File: config.mk
export PLATFORM = sky130hd
export DESIGN_NAME = anc_sequencer_flat
export DESIGN_NICKNAME = d
export VERILOG_FILES = /design/src/rtl/anc_pkg.sv /design/src/rtl/anc_sequencer_if.sv /design/src/rtl/anc_sequencer_stage_watchdog.sv /design/src/rtl/anc_sequencer.sv /design/src/flat_wrapper.sv
export SDC_FILE = /design/constraint.sdc
export NUM_CORES = 1
export LEC_CHECK = 0
export BUFFER_PORTS_ARGS = -buffer_cell sky130_fd_sc_hd__clkbuf_2
export CORE_ASPECT_RATIO = 1.5
export CORE_UTILIZATION = 55
export CTS_BUF_LIST = sky130_fd_sc_hd__clkbuf_4
export DETAILED_ROUTE_END_ITERATION = 10
export PLACE_DENSITY = 0.81
export SYNTH_ARGS = -nofsm -noshare
export SYNTH_HDL_FRONTEND = slang
export SYNTH_SLANG_ARGS = --single-unit
File: constraint.sdc
create_clock -name clk_in -period 2.18 [get_ports clk_in]
set_input_delay 0.109 -clock clk_in [delete_from_list [all_inputs] [get_ports clk_in]]
set_output_delay 0.109 -clock clk_in [all_outputs]
set_load 0.01 [all_outputs]
File: src/rtl/anc_pkg.sv
// Shared types and defaults for the ANC per-sample sequencer.
// Holds the FSM state enum plus the sample width and stage timeout defaults.
package anc_pkg;

  localparam int DATA_W             = 16;
  localparam int OVR_W_DEF          = 8;
  localparam int TIMEOUT_CYCLES_DEF = 1500;

  typedef enum logic [2:0] {
    ST_IDLE = 3'd0,
    ST_LP   = 3'd1,
    ST_BUF  = 3'd2,
    ST_LMS  = 3'd3,
    ST_FIR  = 3'd4,
    ST_OUT  = 3'd5
  } anc_state_t;

  // States in which the sequencer waits on a stage done and the watchdog runs.
  function automatic logic is_wait_state(input anc_state_t s);
    return (s == ST_LP) || (s == ST_LMS) || (s == ST_FIR);
  endfunction

endpackage

File: src/rtl/anc_sequencer_if.sv
// Sequencer <-> datapath/I2S bundle: stage start/done strobes, FIR sample, speaker and status.
// master = the sequencer, slave = the datapath side driving dones and the sample pulse.
interface anc_sequencer_if #(
  parameter int DATA_W = anc_pkg::DATA_W,
  parameter int OVR_W  = anc_pkg::OVR_W_DEF
);

  logic                     sample_pulse_in;
  logic                     nc_on_in;
  logic                     adapt_en_in;
  logic                     lp_done_in;
  logic                     lms_done_in;
  logic                     fir_done_in;
  logic signed [DATA_W-1:0] fir_sample_in;
  logic                     lp_start_out;
  logic                     buf_write_out;
  logic                     lms_start_out;
  logic                     fir_start_out;
  logic signed [DATA_W-1:0] speaker_out;
  logic                     speaker_valid_out;
  logic                     busy_out;
  logic [OVR_W-1:0]         overrun_count_out;
  logic                     timeout_flag_out;

  modport master (
    input  sample_pulse_in, nc_on_in, adapt_en_in,
    input  lp_done_in, lms_done_in, fir_done_in, fir_sample_in,
    output lp_start_out, buf_write_out, lms_start_out, fir_start_out,
    output speaker_out, speaker_valid_out, busy_out, overrun_count_out, timeout_flag_out
  );

  modport slave (
    output sample_pulse_in, nc_on_in, adapt_en_in,
    output lp_done_in, lms_done_in, fir_done_in, fir_sample_in,
    input  lp_start_out, buf_write_out, lms_start_out, fir_start_out,
    input  speaker_out, speaker_valid_out, busy_out, overrun_count_out, timeout_flag_out
  );

endinterface

File: src/rtl/anc_sequencer_stage_watchdog.sv
// Per-stage wait counter: cleared on stage entry, counts while enabled, flags expiry.
// expired is combinational and rises in the TIMEOUT_CYCLES-th cycle spent in the stage.
module stage_watchdog #(
  parameter int TIMEOUT_CYCLES = anc_pkg::TIMEOUT_CYCLES_DEF
) (
  input  logic clk_in,
  input  logic rst_in,
  input  logic clear,
  input  logic enable,
  output logic expired
);

  localparam int               CNT_W    = $clog2(TIMEOUT_CYCLES + 1);
  localparam logic [CNT_W-1:0] CNT_LAST = CNT_W'(TIMEOUT_CYCLES - 1);

  logic [CNT_W-1:0] wait_cnt;

  always_ff @(posedge clk_in) begin
    if (rst_in || clear) begin
      wait_cnt <= '0;
    end else if (enable && !expired) begin
      wait_cnt <= wait_cnt + 1'b1;
    end
  end

  assign expired = enable && (wait_cnt == CNT_LAST);

endmodule

File: src/rtl/anc_sequencer.sv
// Per-sample ANC controller: LP -> buffer write -> optional LMS -> FIR -> speaker register.
// Minimum latency 8 cycles (6 without LMS); pulses arriving while busy are dropped and counted.
module anc_sequencer #(
  parameter int TIMEOUT_CYCLES = anc_pkg::TIMEOUT_CYCLES_DEF,
  parameter int DATA_W         = anc_pkg::DATA_W,
  parameter int OVR_W          = anc_pkg::OVR_W_DEF
) (
  input  logic             clk_in,
  input  logic             rst_in,
  anc_sequencer_if.master  bus
);

  import anc_pkg::*;

  localparam logic [OVR_W-1:0] OVR_MAX = {OVR_W{1'b1}};

  anc_state_t               state_q, state_d;
  logic                     lp_start_q, lp_start_d;
  logic                     buf_wr_q, buf_wr_d;
  logic                     lms_start_q, lms_start_d;
  logic                     fir_start_q, fir_start_d;
  logic                     spk_vld_q, spk_vld_d;
  logic                     busy_q;
  logic                     tmo_q, tmo_d;
  logic signed [DATA_W-1:0] spk_q, spk_d;
  logic signed [DATA_W-1:0] cap_q, cap_d;
  logic [OVR_W-1:0]         ovr_q, ovr_d;
  logic                     wd_clear, wd_enable, wd_expired;

  assign wd_enable = is_wait_state(state_q);

  stage_watchdog #(.TIMEOUT_CYCLES(TIMEOUT_CYCLES)) u_watchdog (
    .clk_in  (clk_in),
    .rst_in  (rst_in),
    .clear   (wd_clear),
    .enable  (wd_enable),
    .expired (wd_expired)
  );

  always_comb begin
    state_d     = state_q;
    lp_start_d  = 1'b0;
    buf_wr_d    = 1'b0;
    lms_start_d = 1'b0;
    fir_start_d = 1'b0;
    spk_vld_d   = 1'b0;
    spk_d       = spk_q;
    cap_d       = cap_q;
    tmo_d       = tmo_q;
    ovr_d       = ovr_q;
    wd_clear    = 1'b0;

    if (bus.sample_pulse_in && (state_q != ST_IDLE) && (ovr_q != OVR_MAX)) begin
      ovr_d = ovr_q + 1'b1;
    end

    // A done coinciding with its own start strobe is too early and is ignored.
    case (state_q)
      ST_IDLE: begin
        if (bus.sample_pulse_in) begin
          state_d    = ST_LP;
          lp_start_d = 1'b1;
          wd_clear   = 1'b1;
        end
      end
      ST_LP: begin
        if (bus.lp_done_in && !lp_start_q) begin
          state_d  = ST_BUF;
          buf_wr_d = 1'b1;
        end else if (wd_expired) begin
          state_d = ST_IDLE;
          tmo_d   = 1'b1;
        end
      end
      ST_BUF: begin
        wd_clear = 1'b1;
        if (bus.adapt_en_in) begin
          state_d     = ST_LMS;
          lms_start_d = 1'b1;
        end else begin
          state_d     = ST_FIR;
          fir_start_d = 1'b1;
        end
      end
      ST_LMS: begin
        if (bus.lms_done_in && !lms_start_q) begin
          state_d     = ST_FIR;
          fir_start_d = 1'b1;
          wd_clear    = 1'b1;
        end else if (wd_expired) begin
          state_d = ST_IDLE;
          tmo_d   = 1'b1;
        end
      end
      ST_FIR: begin
        if (bus.fir_done_in && !fir_start_q) begin
          state_d = ST_OUT;
          cap_d   = bus.fir_sample_in;
        end else if (wd_expired) begin
          state_d = ST_IDLE;
          tmo_d   = 1'b1;
        end
      end
      ST_OUT: begin
        spk_d     = bus.nc_on_in ? cap_q : '0;
        spk_vld_d = 1'b1;
        state_d   = ST_IDLE;
      end
      default: state_d = ST_IDLE;
    endcase
  end

  always_ff @(posedge clk_in) begin
    if (rst_in) begin
      state_q     <= ST_IDLE;
      lp_start_q  <= 1'b0;
      buf_wr_q    <= 1'b0;
      lms_start_q <= 1'b0;
      fir_start_q <= 1'b0;
      spk_vld_q   <= 1'b0;
      busy_q      <= 1'b0;
      tmo_q       <= 1'b0;
      spk_q       <= '0;
      cap_q       <= '0;
      ovr_q       <= '0;
    end else begin
      state_q     <= state_d;
      lp_start_q  <= lp_start_d;
      buf_wr_q    <= buf_wr_d;
      lms_start_q <= lms_start_d;
      fir_start_q <= fir_start_d;
      spk_vld_q   <= spk_vld_d;
      busy_q      <= (state_d != ST_IDLE);
      tmo_q       <= tmo_d;
      spk_q       <= spk_d;
      cap_q       <= cap_d;
      ovr_q       <= ovr_d;
    end
  end

  assign bus.lp_start_out      = lp_start_q;
  assign bus.buf_write_out     = buf_wr_q;
  assign bus.lms_start_out     = lms_start_q;
  assign bus.fir_start_out     = fir_start_q;
  assign bus.speaker_out       = spk_q;
  assign bus.speaker_valid_out = spk_vld_q;
  assign bus.busy_out          = busy_q;
  assign bus.overrun_count_out = ovr_q;
  assign bus.timeout_flag_out  = tmo_q;

endmodule

File: src/flat_wrapper.sv
// flat-port wrapper written by rule: the top's interface ports become plain ports
module anc_sequencer_flat import anc_pkg::*;
#(
  parameter int TIMEOUT_CYCLES = anc_pkg::TIMEOUT_CYCLES_DEF,
  parameter int DATA_W         = anc_pkg::DATA_W,
  parameter int OVR_W          = anc_pkg::OVR_W_DEF
)
  (clk_in, rst_in, bus_sample_pulse_in, bus_nc_on_in, bus_adapt_en_in, bus_lp_done_in, bus_lms_done_in, bus_fir_done_in, bus_fir_sample_in, bus_lp_start_out, bus_buf_write_out, bus_lms_start_out, bus_fir_start_out, bus_speaker_out, bus_speaker_valid_out, bus_busy_out, bus_overrun_count_out, bus_timeout_flag_out);
  anc_sequencer_if #(.DATA_W(DATA_W), .OVR_W(OVR_W)) bus_i ();
  input  logic clk_in;
  input  logic rst_in;
  input wire logic [$bits(bus_i.sample_pulse_in)-1:0] bus_sample_pulse_in;
  input wire logic [$bits(bus_i.nc_on_in)-1:0] bus_nc_on_in;
  input wire logic [$bits(bus_i.adapt_en_in)-1:0] bus_adapt_en_in;
  input wire logic [$bits(bus_i.lp_done_in)-1:0] bus_lp_done_in;
  input wire logic [$bits(bus_i.lms_done_in)-1:0] bus_lms_done_in;
  input wire logic [$bits(bus_i.fir_done_in)-1:0] bus_fir_done_in;
  input wire logic [$bits(bus_i.fir_sample_in)-1:0] bus_fir_sample_in;
  output wire logic [$bits(bus_i.lp_start_out)-1:0] bus_lp_start_out;
  output wire logic [$bits(bus_i.buf_write_out)-1:0] bus_buf_write_out;
  output wire logic [$bits(bus_i.lms_start_out)-1:0] bus_lms_start_out;
  output wire logic [$bits(bus_i.fir_start_out)-1:0] bus_fir_start_out;
  output wire logic [$bits(bus_i.speaker_out)-1:0] bus_speaker_out;
  output wire logic [$bits(bus_i.speaker_valid_out)-1:0] bus_speaker_valid_out;
  output wire logic [$bits(bus_i.busy_out)-1:0] bus_busy_out;
  output wire logic [$bits(bus_i.overrun_count_out)-1:0] bus_overrun_count_out;
  output wire logic [$bits(bus_i.timeout_flag_out)-1:0] bus_timeout_flag_out;
  assign bus_i.sample_pulse_in = bus_sample_pulse_in;
  assign bus_i.nc_on_in = bus_nc_on_in;
  assign bus_i.adapt_en_in = bus_adapt_en_in;
  assign bus_i.lp_done_in = bus_lp_done_in;
  assign bus_i.lms_done_in = bus_lms_done_in;
  assign bus_i.fir_done_in = bus_fir_done_in;
  assign bus_i.fir_sample_in = bus_fir_sample_in;
  assign bus_lp_start_out = bus_i.lp_start_out;
  assign bus_buf_write_out = bus_i.buf_write_out;
  assign bus_lms_start_out = bus_i.lms_start_out;
  assign bus_fir_start_out = bus_i.fir_start_out;
  assign bus_speaker_out = bus_i.speaker_out;
  assign bus_speaker_valid_out = bus_i.speaker_valid_out;
  assign bus_busy_out = bus_i.busy_out;
  assign bus_overrun_count_out = bus_i.overrun_count_out;
  assign bus_timeout_flag_out = bus_i.timeout_flag_out;
  anc_sequencer #(.TIMEOUT_CYCLES(TIMEOUT_CYCLES), .DATA_W(DATA_W), .OVR_W(OVR_W)) u_core (.clk_in(clk_in), .rst_in(rst_in), .bus(bus_i));
endmodule
==> run metrics <==
min setup slack post-route between 0.2 and 0.25 ns; Synth Net Count approximately 300; top cells by count, synth 61 x sky130_fd_sc_hd__dfxtp_1, 39 x sky130_fd_sc_hd__nand2_1, 26 x sky130_fd_sc_hd__a21oi_1; dominant combinational cell family by area after synthesis simple AND/OR/NAND/NOR gates; TritonCTS clock tree built; Post-Syn Area between 0.002 and 0.0025 mm2; Max FO, Critical Path 14; PD cells 663.8 mW/mm2; pin slew with the least headroom to its limit about 0.73 ns; height of the die around 84 um; setup slack after placement ~0.28 ns; number of library cell types mapped by synthesis 47; GPL Wtd Cong 0.8321; most common flop cell mapped by yosys sky130_fd_sc_hd__dfxtp_1; vias after detailed routing 2221; leading area contributor after synthesis sky130_fd_sc_hd__dfxtp_1; type of the most critical hold path in2reg; relative slew slack about half; io pins 55; count of buffers from port buffering 54; maxcap violations 0; layout cell share with drive strength beyond 1 a little under a quarter; number of core rows 29; first-pass GRT wire length around 9200 um; worst hold path cell count 3; global-route usage over all layers between 20 and 30%; cts hold-fix bufs 19; clock tree sinks 61; required time of the critical path around 2.5 ns; horizontal die dimension 56.52 um; post-detailed-route DRC marker count 0; total of flip-flops plus latches after synthesis 61; setup violation total in the final timing report 0; slowest cell on the critical path sky130_fd_sc_hd__a2111oi_0; synthesized-area fraction occupied by adder cells 1.020%; effective utilization at floorplan 57.77%; cell-by-cell trace of the critical path or3b_4 -> a2111oi_0 -> xnor2_1 -> nor2_1; DR WL/cell 14.04 um; Setup Total Neg Slack 0 ns; Filler Cells Inserted 316; leading cell type by number of instances after synthesis sky130_fd_sc_hd__dfxtp_1; leakage power 1.193 nW; post-CTS setup buffers 0; maximum number of pins on one net before global-route repair 34; number of clock buffers inserted by TritonCTS 9; highest ir drop seen on vdd roughly 0.6 mV; portion of the post-synthesis area used by sequential elements between 40 and 50%; Die ar. around 0.0047 mm2; setup skew after layout 0.01125 ns; worst setup path startpoint u_core.state_q[0]; number of antenna repair diodes 0; Post-synth EDFFs 0; buffer depth of the longest clock path 2; top area cells in the synthesized netlist sky130_fd_sc_hd__dfxtp_1 50%, sky130_fd_sc_hd__nand2_1 6.0%, sky130_fd_sc_hd__a22o_1 5.7%; Critical path buffers and inverters 0; post-layout min period between 1.5 and 2 ns; startpoint of the tightest hold check path bus_adapt_en_in; gate count of the mapped netlist about 270; asr flop ratio synth 0%; multiplexer share of the synthesized area 0.8163%; share of synthesized cell area in and, or, nand and nor gates a little over a fifth; Final Max Slew Viols 0; startpoint types flop; final hold violation count 0; area share of xor/xnor cells in the synthesized design approximately 2.9%; post-synthesis compound-gate area fraction between 10% and 20%; critical path data arrival time 2.24 ns; Nets ~370; synthesized area divided by synthesized cell count roughly 9 um2; remaining number of nets flagged by the antenna check after routing 0; area share of the leading cell type in the synthesized netlist approximately half; unrepaired setup endpoints after global routing false; via count of the first global-routing pass ~2100; classification of the worst setup path reg2reg; number of vias per cell after detailed routing 5.666; total global routing overflow 0; Reg2Reg Setup Slack between 0.2 and 0.25 ns; biggest cell delay along the critical path between 0.6 and 0.7 ns; relative area change from synthesis to final layout 24.39%; crit end category flop; H-tree lvl count 3; standard cell core area roughly 0.0042 mm2; DRT Wirelength 5504 um; warnings from Yosys 0; post-detail-place hpwl 3694 um; Critical R2R Launch u_core.state_q[0]; result of the run completed; initial antenna violation count 0; number of DRC violations after detailed-routing iteration 0 between 90 and 100; clock network latency to the later pin of the worst-skew pair between 0.4 and 0.5 ns; terminus of the critical flop-to-flop path u_core.u_watchdog.wait_cnt[10]; cell family with most CP delay compound AO/OA/AOI/OAI gates; end point of the most critical hold path u_core.bus.lms_start_out; maximum achievable frequency approximately 510 MHz; Stages on worst setup path 4; number of instances resized during post-cts repair 0; part of the cycle the worst path needs roughly nine tenths; drt first pass iters 4; R2R depth 4; Clock Root Buffer sky130_fd_sc_hd__clkbuf_4; clock-pin slew reported for the worst setup and hold paths after clock tree synthesis approximately 0.10 ns
-- power breakdown --
part	switching, W	total (W)	internal, W
Clock	0.000417	0.000641	0.000225
Combinational	0.000118	0.000217	0.0000991
Sequential	0.0000277	0.00117	0.00114
Total	0.000562	0.00202	0.00146
-- layout make-up --
class	instances	area, um2	area share [%]
Clock buffer	9	67.56	2.215
Timing Repair Buffer	78	498.0	16.32
Clock inverter	7	42.54	1.395
Inverter	7	26.28	0.8614
Tap cell	46	57.56	1.887
Multi-Input combinational cell	184	1137	37.28
Sequential cell	61	1221	40.03
-- cell usage in the layout, fill, tap and decap left out, types with 4 or more instances in the layout --
cell / n
sky130_fd_sc_hd__dlygate4sd3_1: 19
sky130_fd_sc_hd__a2111oi_0: 4
sky130_fd_sc_hd__nand2b_1: 6
sky130_fd_sc_hd__clkbuf_2: 54
sky130_fd_sc_hd__dfxtp_1: 61
sky130_fd_sc_hd__or4_1: 5
sky130_fd_sc_hd__nand4_1: 4
sky130_fd_sc_hd__and3_1: 5
sky130_fd_sc_hd__clkbuf_4: 9
sky130_fd_sc_hd__buf_4: 5
sky130_fd_sc_hd__a21oi_1: 26
sky130_fd_sc_hd__inv_1: 7
sky130_fd_sc_hd__o31ai_1: 5
sky130_fd_sc_hd__o21ai_0: 5
sky130_fd_sc_hd__a22o_1: 16
sky130_fd_sc_hd__a211oi_1: 5
sky130_fd_sc_hd__xnor2_1: 7
sky130_fd_sc_hd__nor2_1: 14
sky130_fd_sc_hd__nand3_1: 6
sky130_fd_sc_hd__nand2_1: 39
sky130_fd_sc_hd__clkinv_2: 4
-- cells by family after synthesis --
group / after synthesis
simple gates: 101
compound gates: 71
flops: 61
buf+inv: 22
xor+xnor: 8
mux: 2
fa+ha+maj: 2
-- worst max path at each step --
stage / end / slack (ns)
2_1_floorplan: u_core.bus.busy_out / 0.49
3_3_place_gp: u_core.u_watchdog.wait_cnt[10] / 0.30
3_5_place_dp: u_core.u_watchdog.wait_cnt[10] / 0.28
4_1_cts: u_core.u_watchdog.wait_cnt[10] / 0.26
5_1_grt: u_core.u_watchdog.wait_cnt[10] / 0.10
6_report: u_core.u_watchdog.wait_cnt[10] / 0.23
-- per-layer routing --
| metal | global-route usage (%) | routed length, um | up-vias |
|---|---|---|---|
| met4 | 13.53 | 168 | 0 |
| met3 | 7.442 | 217 | 14 |
| met2 | 42.78 | 2857 | 59 |
| met1 | 28.08 | 2260 | 1025 |
| met5 | 0 | 0 | - |
| li1 | - | - | 1123 |
-- flip-flops by register name, indices dropped and copies added, names as in the netlist, 3 cells and up --
register / flops
u_core.bus.overrun_count_out: 8
u_core.cap_q: 16
u_core.bus.speaker_out: 16
u_core.u_watchdog.wait_cnt: 11
u_core.state_q: 3
-- tightest hold or removal path, cell delays in order --
cell	delay, ns
sky130_fd_sc_hd__clkbuf_2	0.09
sky130_fd_sc_hd__nor2b_1	0.13
sky130_fd_sc_hd__and3_1	0.17
-- metrics by stage --
stage / area [um2] / total power, W / utilization [%] / std cells / hold WS [ns]
finish: 3050 / 0.002025 / 71.85 / 392 / 0.1346
global route: 3050 / 0.002115 / 71.85 / 392 / 0.1252
CTS: 3050 / 0.002035 / 71.85 / 392 / 0.1299
detailed placement: 2750 / 0.001379 / 64.78 / 357 / 0.3330
global placement: 2750 / 0.001374 / 64.78 / 357 / 0.3318
floorplan: 2452 / 0.001321 / - / 267 / 0.1948
No activity file was read; power rests on OpenSTA's default activity.
